## src/rtl/mc_bus_bridge_if.sv

```systemverilog
// Signal bundle between the MCU memory-controller bus, the SPI data FIFOs and
// the peripheral register file, as seen by mc_bus_bridge.
interface mc_bus_bridge_if #(
  parameter int DATA_WIDTH = 16,
  parameter int ADD_WIDTH  = 6
);
  logic                  mc_ce;
  logic                  mc_we;
  logic                  mc_oe;
  logic [ADD_WIDTH-1:0]  mc_add;
  logic [DATA_WIDTH-1:0] mc_din;
  logic [DATA_WIDTH-1:0] mc_dout;
  logic                  mc_dout_oe;

  logic                  fifo_wr_shift;
  logic [DATA_WIDTH-1:0] fifo_wr_data;
  logic                  fifo_wr_full;
  logic                  fifo_rd_pop;
  logic [DATA_WIDTH-1:0] fifo_rd_data;
  logic                  fifo_rd_nempty;

  logic                  reg_wr_stb;
  logic [ADD_WIDTH-1:0]  reg_wr_addr;
  logic [ADD_WIDTH-1:0]  reg_rd_addr;
  logic [DATA_WIDTH-1:0] reg_wr_data;
  logic [DATA_WIDTH-1:0] reg_rd_data;

  logic                  irq;

  // Bridge side: receives bus strobes and FIFO/register status.
  modport slave (
    input  mc_ce, mc_we, mc_oe, mc_add, mc_din,
    output mc_dout, mc_dout_oe,
    output fifo_wr_shift, fifo_wr_data, fifo_rd_pop,
    input  fifo_wr_full, fifo_rd_data, fifo_rd_nempty,
    output reg_wr_stb, reg_wr_addr, reg_rd_addr, reg_wr_data,
    input  reg_rd_data,
    output irq
  );

  // Environment side: MCU bus, FIFOs and register file.
  modport master (
    output mc_ce, mc_we, mc_oe, mc_add, mc_din,
    input  mc_dout, mc_dout_oe,
    input  fifo_wr_shift, fifo_wr_data, fifo_rd_pop,
    output fifo_wr_full, fifo_rd_data, fifo_rd_nempty,
    input  reg_wr_stb, reg_wr_addr, reg_rd_addr, reg_wr_data,
    output reg_rd_data,
    input  irq
  );
endinterface

```

## src/rtl/mc_bus_bridge.sv

```systemverilog
// Bridges asynchronous MCU memory-controller accesses into single-cycle core
// strobes (FIFO shift/pop, register write) and owns the status/control pair.
module mc_bus_bridge #(
  parameter int                   DATA_WIDTH  = 16,
  parameter int                   ADD_WIDTH   = 6,
  parameter logic [ADD_WIDTH-1:0] FIFO_ADDR   = ADD_WIDTH'(0),
  parameter logic [ADD_WIDTH-1:0] STATUS_ADDR = ADD_WIDTH'(1),
  parameter logic [ADD_WIDTH-1:0] CTRL_ADDR   = ADD_WIDTH'(2)
) (
  input  logic           clock,
  input  logic           reset,
  mc_bus_bridge_if.slave bus
);

  typedef enum logic [2:0] {
    WAIT_IDLE,
    IDLE,
    WRITE,
    READ_SETUP,
    READ_HOLD
  } state_t;

  state_t state;
  state_t state_nxt;

  logic [1:0] ce_sync;
  logic [1:0] we_sync;
  logic [1:0] oe_sync;
  logic       ce_s;
  logic       we_s;
  logic       oe_s;
  logic [1:0] prime_cnt;
  logic       primed;

  logic latch_wr;
  logic latch_rd;
  logic commit;
  logic load_dout;
  logic release_rd;

  logic [ADD_WIDTH-1:0]  wr_addr;
  logic [ADD_WIDTH-1:0]  rd_addr;
  logic [DATA_WIDTH-1:0] wr_data;
  logic [DATA_WIDTH-1:0] dout;
  logic [DATA_WIDTH-1:0] dout_nxt;

  logic shift_q;
  logic shift_nxt;
  logic wstb_q;
  logic wstb_nxt;
  logic pop_q;
  logic pop_nxt;
  logic pop_pend;

  logic overflow;
  logic underflow;
  logic irq_en;
  logic irq_q;

  logic wr_is_fifo;
  logic wr_is_status;
  logic wr_is_ctrl;
  logic rd_is_fifo;
  logic rd_is_status;
  logic rd_is_ctrl;

  always_ff @(posedge clock or negedge reset) begin
    if (!reset) begin
      ce_sync <= 2'b11;
      we_sync <= 2'b11;
      oe_sync <= 2'b11;
    end else begin
      ce_sync <= {ce_sync[0], bus.mc_ce};
      we_sync <= {we_sync[0], bus.mc_we};
      oe_sync <= {oe_sync[0], bus.mc_oe};
    end
  end

  assign ce_s = ce_sync[1];
  assign we_s = we_sync[1];
  assign oe_s = oe_sync[1];

  // The synchronizers hold their reset value for two edges after release; an
  // access still in flight must not be mistaken for an idle bus meanwhile.
  always_ff @(posedge clock or negedge reset) begin
    if (!reset) begin
      prime_cnt <= 2'd0;
    end else if (!prime_cnt[1]) begin
      prime_cnt <= prime_cnt + 2'd1;
    end
  end

  assign primed = prime_cnt[1];

  assign wr_is_fifo   = (wr_addr == FIFO_ADDR);
  assign wr_is_status = (wr_addr == STATUS_ADDR);
  assign wr_is_ctrl   = (wr_addr == CTRL_ADDR);
  assign rd_is_fifo   = (rd_addr == FIFO_ADDR);
  assign rd_is_status = (rd_addr == STATUS_ADDR);
  assign rd_is_ctrl   = (rd_addr == CTRL_ADDR);

  always_ff @(posedge clock or negedge reset) begin
    if (!reset) begin
      state <= WAIT_IDLE;
    end else begin
      state <= state_nxt;
    end
  end

  always_comb begin
    state_nxt  = state;
    latch_wr   = 1'b0;
    latch_rd   = 1'b0;
    commit     = 1'b0;
    load_dout  = 1'b0;
    release_rd = 1'b0;
    case (state)
      WAIT_IDLE: begin
        if (primed && ce_s && we_s && oe_s) begin
          state_nxt = IDLE;
        end
      end
      IDLE: begin
        if (!ce_s && !we_s) begin
          state_nxt = WRITE;
        end else if (!ce_s && !oe_s) begin
          latch_rd  = 1'b1;
          state_nxt = READ_SETUP;
        end
      end
      WRITE: begin
        // Raw address/data are no longer guaranteed once the write ends.
        if (we_s || ce_s) begin
          commit    = 1'b1;
          state_nxt = IDLE;
        end else begin
          latch_wr = 1'b1;
        end
      end
      READ_SETUP: begin
        latch_rd  = 1'b1;
        load_dout = 1'b1;
        state_nxt = READ_HOLD;
      end
      READ_HOLD: begin
        if (oe_s || ce_s) begin
          release_rd = 1'b1;
          state_nxt  = IDLE;
        end
      end
      default: state_nxt = WAIT_IDLE;
    endcase

    shift_nxt = commit && wr_is_fifo && !bus.fifo_wr_full;
    wstb_nxt  = commit && !(wr_is_fifo || wr_is_status || wr_is_ctrl);
    pop_nxt   = release_rd && pop_pend;
  end

  always_comb begin
    dout_nxt = bus.reg_rd_data;
    if (rd_is_fifo) begin
      dout_nxt = bus.fifo_rd_nempty ? bus.fifo_rd_data : '0;
    end else if (rd_is_status) begin
      dout_nxt = {{(DATA_WIDTH-4){1'b0}}, underflow, overflow,
                  bus.fifo_wr_full, bus.fifo_rd_nempty};
    end else if (rd_is_ctrl) begin
      dout_nxt = {{(DATA_WIDTH-1){1'b0}}, irq_en};
    end
  end

  always_ff @(posedge clock or negedge reset) begin
    if (!reset) begin
      wr_addr  <= '0;
      wr_data  <= '0;
      rd_addr  <= '0;
      dout     <= '0;
      pop_pend <= 1'b0;
    end else begin
      if (latch_wr) begin
        wr_addr <= bus.mc_add;
        wr_data <= bus.mc_din;
      end
      if (latch_rd) begin
        rd_addr <= bus.mc_add;
      end
      if (load_dout) begin
        dout     <= dout_nxt;
        pop_pend <= rd_is_fifo && bus.fifo_rd_nempty;
      end
    end
  end

  always_ff @(posedge clock or negedge reset) begin
    if (!reset) begin
      shift_q <= 1'b0;
      wstb_q  <= 1'b0;
      pop_q   <= 1'b0;
    end else begin
      shift_q <= shift_nxt;
      wstb_q  <= wstb_nxt;
      pop_q   <= pop_nxt;
    end
  end

  // Sticky error flags are cleared by writing 1 to their STATUS bit.
  always_ff @(posedge clock or negedge reset) begin
    if (!reset) begin
      overflow  <= 1'b0;
      underflow <= 1'b0;
      irq_en    <= 1'b0;
      irq_q     <= 1'b0;
    end else begin
      if (commit && wr_is_fifo && bus.fifo_wr_full) begin
        overflow <= 1'b1;
      end else if (commit && wr_is_status && wr_data[2]) begin
        overflow <= 1'b0;
      end
      if (load_dout && rd_is_fifo && !bus.fifo_rd_nempty) begin
        underflow <= 1'b1;
      end else if (commit && wr_is_status && wr_data[3]) begin
        underflow <= 1'b0;
      end
      if (commit && wr_is_ctrl) begin
        irq_en <= wr_data[0];
      end
      irq_q <= irq_en && bus.fifo_rd_nempty;
    end
  end

  assign bus.mc_dout       = dout;
  assign bus.mc_dout_oe    = reset && !bus.mc_ce && !bus.mc_oe;
  assign bus.fifo_wr_shift = shift_q;
  assign bus.fifo_wr_data  = wr_data;
  assign bus.fifo_rd_pop   = pop_q;
  assign bus.reg_wr_stb    = wstb_q;
  assign bus.reg_wr_addr   = wr_addr;
  assign bus.reg_wr_data   = wr_data;
  assign bus.reg_rd_addr   = rd_addr;
  assign bus.irq           = irq_q;

endmodule
```

## src/flat_wrapper.sv

```systemverilog
// flat-port wrapper written by rule: the top's interface ports become plain ports
module mc_bus_bridge_flat 
#(
  parameter int                   DATA_WIDTH  = 16,
  parameter int                   ADD_WIDTH   = 6,
  parameter logic [ADD_WIDTH-1:0] FIFO_ADDR   = ADD_WIDTH'(0),
  parameter logic [ADD_WIDTH-1:0] STATUS_ADDR = ADD_WIDTH'(1),
  parameter logic [ADD_WIDTH-1:0] CTRL_ADDR   = ADD_WIDTH'(2)
)
  (clock, reset, bus_mc_ce, bus_mc_we, bus_mc_oe, bus_mc_add, bus_mc_din, bus_mc_dout, bus_mc_dout_oe, bus_fifo_wr_shift, bus_fifo_wr_data, bus_fifo_rd_pop, bus_fifo_wr_full, bus_fifo_rd_data, bus_fifo_rd_nempty, bus_reg_wr_stb, bus_reg_wr_addr, bus_reg_rd_addr, bus_reg_wr_data, bus_reg_rd_data, bus_irq);
  mc_bus_bridge_if #(.DATA_WIDTH(DATA_WIDTH), .ADD_WIDTH(ADD_WIDTH)) bus_i ();
  input  logic clock;
  input  logic reset;
  input wire logic [$bits(bus_i.mc_ce)-1:0] bus_mc_ce;
  input wire logic [$bits(bus_i.mc_we)-1:0] bus_mc_we;
  input wire logic [$bits(bus_i.mc_oe)-1:0] bus_mc_oe;
  input wire logic [$bits(bus_i.mc_add)-1:0] bus_mc_add;
  input wire logic [$bits(bus_i.mc_din)-1:0] bus_mc_din;
  output wire logic [$bits(bus_i.mc_dout)-1:0] bus_mc_dout;
  output wire logic [$bits(bus_i.mc_dout_oe)-1:0] bus_mc_dout_oe;
  output wire logic [$bits(bus_i.fifo_wr_shift)-1:0] bus_fifo_wr_shift;
  output wire logic [$bits(bus_i.fifo_wr_data)-1:0] bus_fifo_wr_data;
  output wire logic [$bits(bus_i.fifo_rd_pop)-1:0] bus_fifo_rd_pop;
  input wire logic [$bits(bus_i.fifo_wr_full)-1:0] bus_fifo_wr_full;
  input wire logic [$bits(bus_i.fifo_rd_data)-1:0] bus_fifo_rd_data;
  input wire logic [$bits(bus_i.fifo_rd_nempty)-1:0] bus_fifo_rd_nempty;
  output wire logic [$bits(bus_i.reg_wr_stb)-1:0] bus_reg_wr_stb;
  output wire logic [$bits(bus_i.reg_wr_addr)-1:0] bus_reg_wr_addr;
  output wire logic [$bits(bus_i.reg_rd_addr)-1:0] bus_reg_rd_addr;
  output wire logic [$bits(bus_i.reg_wr_data)-1:0] bus_reg_wr_data;
  input wire logic [$bits(bus_i.reg_rd_data)-1:0] bus_reg_rd_data;
  output wire logic [$bits(bus_i.irq)-1:0] bus_irq;
  assign bus_i.mc_ce = bus_mc_ce;
  assign bus_i.mc_we = bus_mc_we;
  assign bus_i.mc_oe = bus_mc_oe;
  assign bus_i.mc_add = bus_mc_add;
  assign bus_i.mc_din = bus_mc_din;
  assign bus_mc_dout = bus_i.mc_dout;
  assign bus_mc_dout_oe = bus_i.mc_dout_oe;
  assign bus_fifo_wr_shift = bus_i.fifo_wr_shift;
  assign bus_fifo_wr_data = bus_i.fifo_wr_data;
  assign bus_fifo_rd_pop = bus_i.fifo_rd_pop;
  assign bus_i.fifo_wr_full = bus_fifo_wr_full;
  assign bus_i.fifo_rd_data = bus_fifo_rd_data;
  assign bus_i.fifo_rd_nempty = bus_fifo_rd_nempty;
  assign bus_reg_wr_stb = bus_i.reg_wr_stb;
  assign bus_reg_wr_addr = bus_i.reg_wr_addr;
  assign bus_reg_rd_addr = bus_i.reg_rd_addr;
  assign bus_reg_wr_data = bus_i.reg_wr_data;
  assign bus_i.reg_rd_data = bus_reg_rd_data;
  assign bus_irq = bus_i.irq;
  mc_bus_bridge #(.DATA_WIDTH(DATA_WIDTH), .ADD_WIDTH(ADD_WIDTH), .FIFO_ADDR(FIFO_ADDR), .STATUS_ADDR(STATUS_ADDR), .CTRL_ADDR(CTRL_ADDR)) u_core (.clock(clock), .reset(reset), .bus(bus_i));
endmodule
```

## config.mk

```make
export PLATFORM = sky130hd
export DESIGN_NAME = mc_bus_bridge_flat
export DESIGN_NICKNAME = d
export VERILOG_FILES = /design/src/rtl/mc_bus_bridge_if.sv /design/src/rtl/mc_bus_bridge.sv /design/src/flat_wrapper.sv
export SDC_FILE = /design/constraint.sdc
export NUM_CORES = 1
export LEC_CHECK = 0
export CORE_MARGIN = 2
export CORE_UTILIZATION = 55
export DETAILED_ROUTE_END_ITERATION = 8
export DONT_BUFFER_PORTS = 1
export GPL_ROUTABILITY_DRIVEN = 0
export MAX_ROUTING_LAYER = met4
export PLACE_DENSITY_LB_ADDON = 0.12
export SYNTH_ARGS = -nofsm -noshare
export SYNTH_HDL_FRONTEND = slang
export SYNTH_SLANG_ARGS = --single-unit
```

## constraint.sdc

```tcl
create_clock -name clock -period 5.4 [get_ports clock]
set_input_delay 0.54 -clock clock [delete_from_list [all_inputs] [get_ports clock]]
set_output_delay 0.54 -clock clock [all_outputs]
set_load 0.01 [all_outputs]
```

==> run metrics, run 1 <==
status completed; Comb power frac 0.172; VDD IR-drop max between 0.0002 and 0.0003 V; Power Total 1.68 mW; htree depth 3; Synth area leaders dfrtp_1 52%, mux2_2 11%, dfstp_2 5.7%; layout cells sized above 1 0.254; number of antenna diodes 0; syn nets ~300; Tcrit/Tclk final 0.440; Clock Skew 0.00602 ns; CTS-repair resized insts 0; total track usage 0.203; maxcap violations 0; setup violators final 0; CP Class reg2reg; Hold Buf Count CTS 1; Die X around 75 um; Post-Route WL approximately 5300 um; CP max FO 17; Worst-path clk slew roughly 0.060 ns; Finished Core Util 0.612; DRC viols 0; Worst Path Arrival 2.62 ns; sequential fraction of design power 0.561; post-CTS setup buffer count 0; reg-to-reg setup timing slack around 3.0 ns; global routing usage on met1 0.224; chip height ~75 um; Min-Delay Path Class in2async; post-synthesis cell area about 2800 sq um; Seq cells post-synth 63; antenna-violating nets left 0; Rows 25; Tmin final 2.38 ns; Fin. Hold Viols 0; DRT iter0 DRCs 76; Max transition margin 0.403; Buffers on Ports 0; Root Buffer clkbuf_8; Cells after Synth 236; I/O Pins about 130; core area between 4000 and 5000 sq um; clock power share 0.267; clk sinks 63; Distinct cells, synth 38; Synth top area share 0.517; cell taking the most area after synthesis dfrtp_1; DP HPWL between 3000 and 4000 um; met2 GRT Util 0.333; Slew Limit Fails 0; Tightest Pin Transition 0.891 ns; vias in the first global route between 1500 and 2000; Synth Area per Inst about 12 sq um; largest net degree at the start of global routing 58; synthesis-to-layout area growth 6.17%; post-synthesis sequential area ratio 0.575; fmax 420 MHz; total CTS buffers 9; Sw Pwr about 600 uW; met3 Use GR 0.0683; number of flops mapped to enable cells by yosys 0; drt pass-1 iters 4; CP Capture Type register; Overflow after GRT 0; antenna violations before repair 0; area of the die between 5000 and 6000 sq um; Starting Density 0.576; WL per Instance 18.3 um; Setup WS post-layout approximately 3.0 ns; Final nets 280; CTS tree built; Leakage roughly 1.3 nW; Pwr Density 576 nW/um^2; Net Sw Frac 0.353; Via Count roughly 1700; synth warn 0; clock latency on the worst-skew pair between 0.3 and 0.4 ns; Vias/cell about 6.0; commonest non-fill, non-tap cell in the layout dfrtp_1; Worst Path Required approximately 5.6 ns; Int Power 1.09 mW; Most used DFF post-synth dfrtp_1; TNS Setup 0 ns; first-pass GRT wire length a little over 8000 um; crit start category register; RSZ-0062 raised after global routing no; most used routing layer met2; highest-count cells in the layout ignoring fill and taps 57 x dfrtp_1, 39 x nand2_1, 28 x mux2_2, 12 x a32oi_1, 11 x clkbuf_8; clock buffer depth 2; Async SR Flop Fraction 1.00; dpl ws just over 3 ns
-- synth_stat cells, types with 2 or more instances --
library cell  count
or3b_2            2
nand2_1          39
buf_2             6
dfstp_2           6
inv_1             2
dfrtp_1          57
mux2_2           28
clkbuf_1          7
o21ai_0           4
and2_1            2
a21oi_1          10
a221oi_1          3
nand2b_1          3
a32oi_1          12
nor3_1            4
nand3_1           2
nor3b_1           2
buf_4            16
xnor2_1           2
nor2_1           10
o31ai_1           2
-- flip-flops by register name, summed over array words and instances (netlist names), 2 cells and up --
signal	count
u_core.bus.fifo_wr_data	16
u_core.bus.mc_dout	16
u_core.bus.reg_rd_addr	6
u_core.bus.reg_wr_addr	6
u_core.ce_sync	2
u_core.oe_sync	2
u_core.prime_cnt	2
u_core.state	3
u_core.we_sync	2
-- layout make-up --
cell class                 count  area, sq um
fill                         379         1860
sequential                    63         1580
multi-input combinational    141          992
clock buffer                  13          159
tap                           67         83.8
clock inverter                 3         65.1
timing repair buffer           2         35.0
inverter                       2         7.51
-- metrics by stage --
step	hold slack (ns)	cells	area, sq um
6_report	0.0608	291	2930
5_1_grt	0.0306	291	2930
4_1_cts	0.0420	291	2930
3_5_place_dp	0.246	274	2680
3_3_place_gp	0.246	274	2680
2_1_floorplan	0.244	236	2760
-- metal layers --
layer  wire length [um]  share of wire
met2               2630           0.49
met3                506          0.095
met5                  0              0
met1               2120           0.40
met4                 65          0.012
-- cells by family after synthesis --
family / synth area share
DFF: 0.575
buffers and inverters: 0.0708
AOI/OAI and AO/OA: 0.0967
muxes: 0.114
xor gates and xnor gates: 0.00636
and+or+nand+nor: 0.137
-- worst max-delay path, cell delays in order (launching register included) --
cell,delay (ns)
dfrtp_1,0.43
or4_4,0.66
nor4b_4,0.82
a221oi_1,0.19
a21oi_1,0.20
-- power groups by stage --
stage / Clock (mW) / Sequential, mW / Combinational [mW]
detailed placement: 0 / 0.953 / 0.284
global placement: 0 / 0.947 / 0.265
finish: 0.450 / 0.944 / 0.290
CTS: 0.460 / 0.947 / 0.294
global route: 0.485 / 0.978 / 0.329
floorplan: 0 / 0.848 / 0.380
-- path summary, 6_finish.rpt --
path | cells after the start | to | start
max | 4 | u_core.bus.mc_dout[1] | u_core.bus.reg_rd_addr[4]
min | 0 | u_core.we_sync[0] | reset
max reg2reg | 4 | u_core.bus.mc_dout[1] | u_core.bus.reg_rd_addr[4]
min reg2reg | 0 | u_core.oe_sync[1] | u_core.oe_sync[0]
max in group asynchronous | 1 | u_core.bus.reg_rd_addr[3] | reset
min in group clock | 0 | u_core.oe_sync[0] | bus_mc_oe
No activity file was read; power rests on OpenSTA's default activity.
==> run 2, diff against run 1 <==
==> constraint.sdc (replaced) <==
create_clock -name clock -period 2 [get_ports clock]
set_input_delay 0.2 -clock clock [delete_from_list [all_inputs] [get_ports clock]]
set_output_delay 0.2 -clock clock [all_outputs]
set_load 0.01 [all_outputs]
==> run metrics, run 2 (synthesized netlist as in run 1, its figures left out) <==
status completed (unchanged); setup violators final 0 (unchanged); Reg2Reg Depth 5 (was 4); Rows 25 (unchanged); Vias/cell 5.78 (was 5.98); I/O Pins 126 (unchanged); maxcap violations 0 (unchanged); Final nets 304 (was 280); total CTS buffers 9 (unchanged); clk sinks 63 (unchanged); DP HPWL 3710 um (was 3610 um); Power Total 4.46 mW (was 1.68 mW); crit start category register (unchanged); FF-to-FF Start u_core.bus.reg_rd_addr[5] (was u_core.bus.reg_rd_addr[4]); area post-placement 2730 sq um (was 2680 sq um); Min-Delay Path Class in2reg (was in2async); antenna-violating nets left 0 (unchanged); highest-count cells in the layout ignoring fill and taps 57 x dfrtp_1, 39 x nand2_1, 28 x mux2_2, 17 x dlygate4sd3_1, 12 x a32oi_1 (was 57 x dfrtp_1, 39 x nand2_1, 28 x mux2_2, 12 x a32oi_1, 11 x clkbuf_8); Worst-path clk slew 0.07 ns (was 0.06 ns); Starting Density 0.576 (unchanged); CP max FO 17 (unchanged); fmax 538 MHz (was 420 MHz); commonest non-fill, non-tap cell in the layout dfrtp_1 (unchanged); CP Capture Type register (unchanged); CTS tree built (unchanged); antenna violations before repair 0 (unchanged); clock latency on the worst-skew pair 0.33 ns (was 0.32 ns); WL per Instance 18.0 um (was 18.3 um); Tightest Pin Transition 0.486 ns (was 0.891 ns); layout cells sized above 1 0.258 (was 0.254); total track usage 0.217 (was 0.203); Reg2Reg Capture Point u_core.bus.mc_dout[1] (unchanged); synthesis-to-layout area growth 13.7% (was 6.17%); RSZ-0062 raised after global routing no (unchanged); Worst Path Required 2.26 ns (was 5.64 ns); largest net degree at the start of global routing 64 (was 58); DRC viols 0 (unchanged); area of the die 5590 sq um (unchanged); VDD IR-drop max 0.000929 V (was 0.000279 V); Overflow after GRT 0 (unchanged); Pwr Density 1420 nW/um^2 (was 576 nW/um^2); Worst Path Arrival 2.11 ns (was 2.62 ns); Max transition margin 0.676 (was 0.403); Buffers on Ports 0 (unchanged); dpl ws 0.0869 ns (was 3.04 ns); Tmin final 1.86 ns (was 2.38 ns); fin area 3130 sq um (was 2930 sq um); Die X 74.8 um (unchanged); Hold Crit Endpoint u_core.bus.irq; Setup WS post-layout 0.143 ns (was 3.02 ns); Slew Limit Fails 0 (unchanged); Clock Skew 0.00619 ns (was 0.00602 ns); Post-Route WL 5680 um (was 5330 um); clock buffer depth 2 (unchanged); vias in the first global route 1831 (was 1744); chip height 74.8 um (unchanged); Hold Path Depth 1; DRT iter0 DRCs 45 (was 76); Via Count 1828 (was 1739); Root Buffer clkbuf_8 (unchanged); Min Hold Slack 0.00776 ns (was 0.0608 ns); Fin. Hold Viols 0 (unchanged); CP Class reg2reg (unchanged); drt pass-1 iters 4 (unchanged); first-pass GRT wire length 8470 um (was 8110 um); Leakage 1.38 nW (was 1.29 nW); core area 4790 sq um (unchanged); Tcrit/Tclk final 0.929 (was 0.440); Hold Startpoint bus_fifo_rd_nempty; htree depth 3 (unchanged); reg-to-reg setup timing slack 0.14 ns (was 3.02 ns); TNS Setup 0 ns (unchanged)
-- run 2: cell type report --
cell class,instances,area (sq um)
Sequential cell,63,1580
Inverter,2,7.51
Multi-Input combinational cell,141,992
Fill cell,358,1650
Tap cell,67,83.8
Clock buffer,12,145
Timing Repair Buffer,26,274
Antenna cell,1,2.50
Clock inverter,4,45.0
-- run 2: worst max-delay path, cell delays in order (launching register included) --
cell and delay [ns]:
dfrtp_1 0.43, or4_4 0.62, nor4b_4 0.28, buf_6 0.21, a221oi_1 0.10, a21oi_1 0.14
-- run 2: worst max path at each step --
| stage | from | to | cells after the start |
|---|---|---|---|
| 5_1_grt | u_core.bus.reg_rd_addr[5] | u_core.bus.mc_dout[1] | 5 |
| 3_3_place_gp | u_core.bus.reg_rd_addr[4] | u_core.bus.mc_dout[0] | 5 |
| 4_1_cts | u_core.bus.reg_rd_addr[4] | u_core.bus.mc_dout[0] | 5 |
| 6_report | u_core.bus.reg_rd_addr[5] | u_core.bus.mc_dout[1] | 5 |
| 3_5_place_dp | u_core.bus.reg_rd_addr[4] | u_core.bus.mc_dout[0] | 5 |
| 2_1_floorplan | u_core.bus.reg_rd_addr[4] | u_core.bus.mc_dout[10] | 5 |
-- run 2: repair_timing --
item,CTS,global route
hold buffers,16,2
hold endpoints to repair,78,2
setup endpoints to repair,0,11
setup buffers,0,2
resized for setup,0,1
-- run 2: power breakdown --
part           total (mW)  switching, mW  internal, mW
Clock                1.06          0.454         0.604
Combinational       0.869          0.398         0.471
Sequential           2.54          0.777          1.76
-- run 2: through the flow --
step | std cells | utilization
2_1_floorplan | 236 | -
3_3_place_gp | 279 | 0.569
3_5_place_dp | 279 | 0.569
4_1_cts | 311 | 0.646
5_1_grt | 315 | 0.654
6_report | 316 | 0.655
-- run 2: per-layer routing --
layer | wire length, um | share of wire | up-vias | track usage
met5 | 0 | 0 | - | -
li1 | - | - | 832 | -
met1 | 2340 | 0.41 | 892 | 0.249
met2 | 2720 | 0.48 | 96 | 0.340
met3 | 521 | 0.092 | 8 | 0.0656
met4 | 97 | 0.017 | 0 | 0.119
==> run 3, diff against run 2 <==
--- a/config.mk
+++ b/config.mk
@@ -5,6 +5,8 @@
 export SDC_FILE = /design/constraint.sdc
 export NUM_CORES = 1
 export LEC_CHECK = 0
+export ABC_AREA = 1
+export CAP_MARGIN = 20
 export CORE_MARGIN = 2
 export CORE_UTILIZATION = 55
 export DETAILED_ROUTE_END_ITERATION = 8
==> run metrics, run 3 <==
status completed (unchanged); Tcrit/Tclk final 0.767 (was 0.929); most used cell, CP nor2_4; Reg2Reg Depth 7 (was 5); Post-Route WL 6350 um (was 5680 um); layout cells sized above 1 0.123 (was 0.258); Worst-path clk slew 0.07 ns (about the same); setup violators final 0 (unchanged); total track usage 0.234 (was 0.217); Via Count 2257 (was 1828); vias in the first global route 2159 (was 1831); top-count cell post-synth nand2_1 (was dfrtp_1); DRC viols 0 (unchanged); area post-placement 2800 sq um (was 2730 sq um); Die X 76.3 um (was 74.8 um); DP HPWL 4100 um (was 3710 um); Distinct cells, synth 24 (was 38); FF-to-FF Start u_core.bus.reg_rd_addr[3] (was u_core.bus.reg_rd_addr[5]); cell taking the most area after synthesis dfrtp_1 (unchanged); clock latency on the worst-skew pair 0.32 ns (was 0.33 ns); Crit-path slowest cell dfrtp_1 (was or4_4); Worst Path Arrival 1.79 ns (was 2.11 ns); area of the die 5830 sq um (was 5590 sq um); Tmin final 1.53 ns (was 1.86 ns); post-CTS setup buffer count 0 (unchanged); synth warn 0 (unchanged); clk sinks 63 (unchanged); number of antenna diodes 0 (was 1); Pwr Density 1420 nW/um^2 (about the same); Reg2Reg Capture Point u_core.bus.mc_dout[12] (was u_core.bus.mc_dout[1]); CP Cell Sequence nor2_4, nand2_2, nor2_4, nand2_2, nor2_4, nand2_1, nand3_1 (was or4_4, nor4b_4, buf_6, a221oi_1, a21oi_1); Tightest Pin Transition 0.457 ns (was 0.486 ns); CP Buf/Inv Count 0 (was 1); commonest non-fill, non-tap cell in the layout nand2_1 (was dfrtp_1); total CTS buffers 9 (unchanged); clock buffer depth 2 (unchanged); core area 5070 sq um (was 4790 sq um); Cells after Synth 338 (was 236); number of flops mapped to enable cells by yosys 0 (unchanged); CTS tree built (unchanged); Seq cells post-synth 63 (unchanged); Slew Limit Fails 0 (unchanged); Synth Area per Inst 8.51 sq um (was 11.7 sq um); TNS Setup 0 ns (unchanged); CP max FO 13 (was 17); post-synthesis sequential area ratio 0.550 (was 0.575); Fin. Hold Viols 0 (unchanged); drt pass-1 iters 5 (was 4); I/O Pins 126 (unchanged); Most used DFF post-synth dfrtp_1 (unchanged); synth cell count leaders 121 x nand2_1, 57 x dfrtp_1, 28 x nand3_1 (was 57 x dfrtp_1, 39 x nand2_1, 28 x mux2_2); DRT iter0 DRCs 185 (was 45); Clock Skew 0.0102 ns (was 0.00619 ns); largest net degree at the start of global routing 64 (unchanged); Starting Density 0.567 (was 0.576); Min Hold Slack 0.00799 ns (was 0.00776 ns); Async SR Flop Fraction 1.00 (unchanged); Final nets 421 (was 304); CP Class reg2reg (unchanged); Worst Path Required 2.26 ns (about the same); Buffers on Ports 0 (unchanged); Hold Path Depth 2 (was 1); synthesis-to-layout area growth 16.4% (was 13.7%); chip height 76.3 um (was 74.8 um); first-pass GRT wire length 10500 um (was 8470 um); reg-to-reg setup timing slack 0.47 ns (was 0.14 ns); crit start category register (unchanged); Min-Delay Path Class in2reg (unchanged); Hold Crit Endpoint u_core.bus.reg_rd_addr[3] (was u_core.bus.irq); CP Capture Type register (unchanged); Root Buffer clkbuf_8 (unchanged); Overflow after GRT 0 (unchanged); Synth area leaders dfrtp_1 50%, nand2_1 16%, dfstp_2 5.5% (was dfrtp_1 52%, mux2_2 11%, dfstp_2 5.7%); Largest delay share family, worst path simple AND/OR/NAND/NOR gates (unchanged); syn nets 399 (was 297); antenna violations before repair 1 (was 0); Vias/cell 5.19 (was 5.78); fmax 652 MHz (was 538 MHz); VDD IR-drop max 0.000910 V (was 0.000929 V); highest-count cells in the layout ignoring fill and taps 121 x nand2_1, 57 x dfrtp_1, 35 x dlygate4sd3_1, 28 x nand3_1, 20 x nor2_1 (was 57 x dfrtp_1, 39 x nand2_1, 28 x mux2_2, 17 x dlygate4sd3_1, 12 x a32oi_1); RSZ-0062 raised after global routing no (unchanged); post-synthesis cell area 2880 sq um (was 2760 sq um); htree depth 3 (unchanged); fin area 3350 sq um (was 3130 sq um); Max transition margin 0.695 (was 0.676); Rows 26 (was 25); maxcap violations 0 (unchanged); WL per Instance 14.6 um (was 18.0 um); Worst path max stage delay 0.45 ns (was 0.62 ns); antenna-violating nets left 0 (unchanged); Synth top area share 0.496 (was 0.517); Leakage 1.61 nW (was 1.38 nW); Hold Startpoint bus_mc_add[3] (was bus_fifo_rd_nempty)
[run 3: per-stage QoR]
stage / std cells / setup WS (ns) / utilization / power, mW
after global placement: 383 / 0.541 / 0.552 / 3.68
after floorplan: 338 / 0.715 / - / 3.66
after detailed placement: 383 / 0.503 / 0.552 / 3.73
after global routing: 435 / 0.310 / 0.660 / 5.11
after CTS: 435 / 0.486 / 0.660 / 4.80
final: 435 / 0.465 / 0.660 / 4.76
[run 3: worst max path at each step]
| stage | from | slack [ns] | to | cells past startpoint |
|---|---|---|---|---|
| finish | u_core.bus.reg_rd_addr[3] | 0.47 | u_core.bus.mc_dout[12] | 7 |
| floorplan | u_core.bus.reg_rd_addr[3] | 0.71 | u_core.bus.mc_dout[10] | 8 |
| global route | u_core.ce_sync[1] | 0.31 | u_core.bus.reg_rd_addr[0] | 6 |
| CTS | u_core.bus.reg_rd_addr[3] | 0.49 | u_core.bus.mc_dout[15] | 7 |
| detailed placement | u_core.bus.reg_rd_addr[3] | 0.50 | u_core.bus.mc_dout[8] | 7 |
| global placement | u_core.state[2] | 0.54 | u_core.bus.mc_dout[0] | 7 |
[run 3: worst register-to-register path, delay by kind of cell, from the launching register on]
family        cells  cell delay, ns
simple gates      7            1.02
flops             1            0.45
[run 3: timing repair]
| action | CTS | global route |
|---|---|---|
| setup endpoints to repair | 0 | 0 |
| hold endpoints to repair | 99 | 0 |
| resized for setup | 0 | 0 |
| hold buffers | 36 | 0 |
[run 3: per-layer routing]
metal	vias to the layer above	global-route usage	part of all wire
li1	1102	-	-
met3	7	0.0664	0.087
met1	1049	0.302	0.44
met5	-	-	0
met4	0	0.0836	0.011
met2	99	0.357	0.47
[run 3: cell families after synthesis]
group	count (synthesis)	synth area share
AND/OR/NAND/NOR	204	0.318
flip-flops	63	0.550
buffers and inverters	54	0.100
AO/OA/AOI/OAI	17	0.0317
[run 3: cell type report]
cell class | count | area (sq um)
fillers | 442 | 1720
clock inverters | 1 | 5.00
well taps | 70 | 87.6
repair buffers | 40 | 408
multi-input cells | 221 | 1010
flip-flops and latches | 63 | 1580
inverters | 25 | 93.8
clock buffers | 15 | 166
[run 3: where the power goes]
group          internal [mW]  switching [mW]
Combinational          0.487           0.744
Sequential              1.78           0.778
Clock                  0.519           0.445
Total                   2.79            1.97
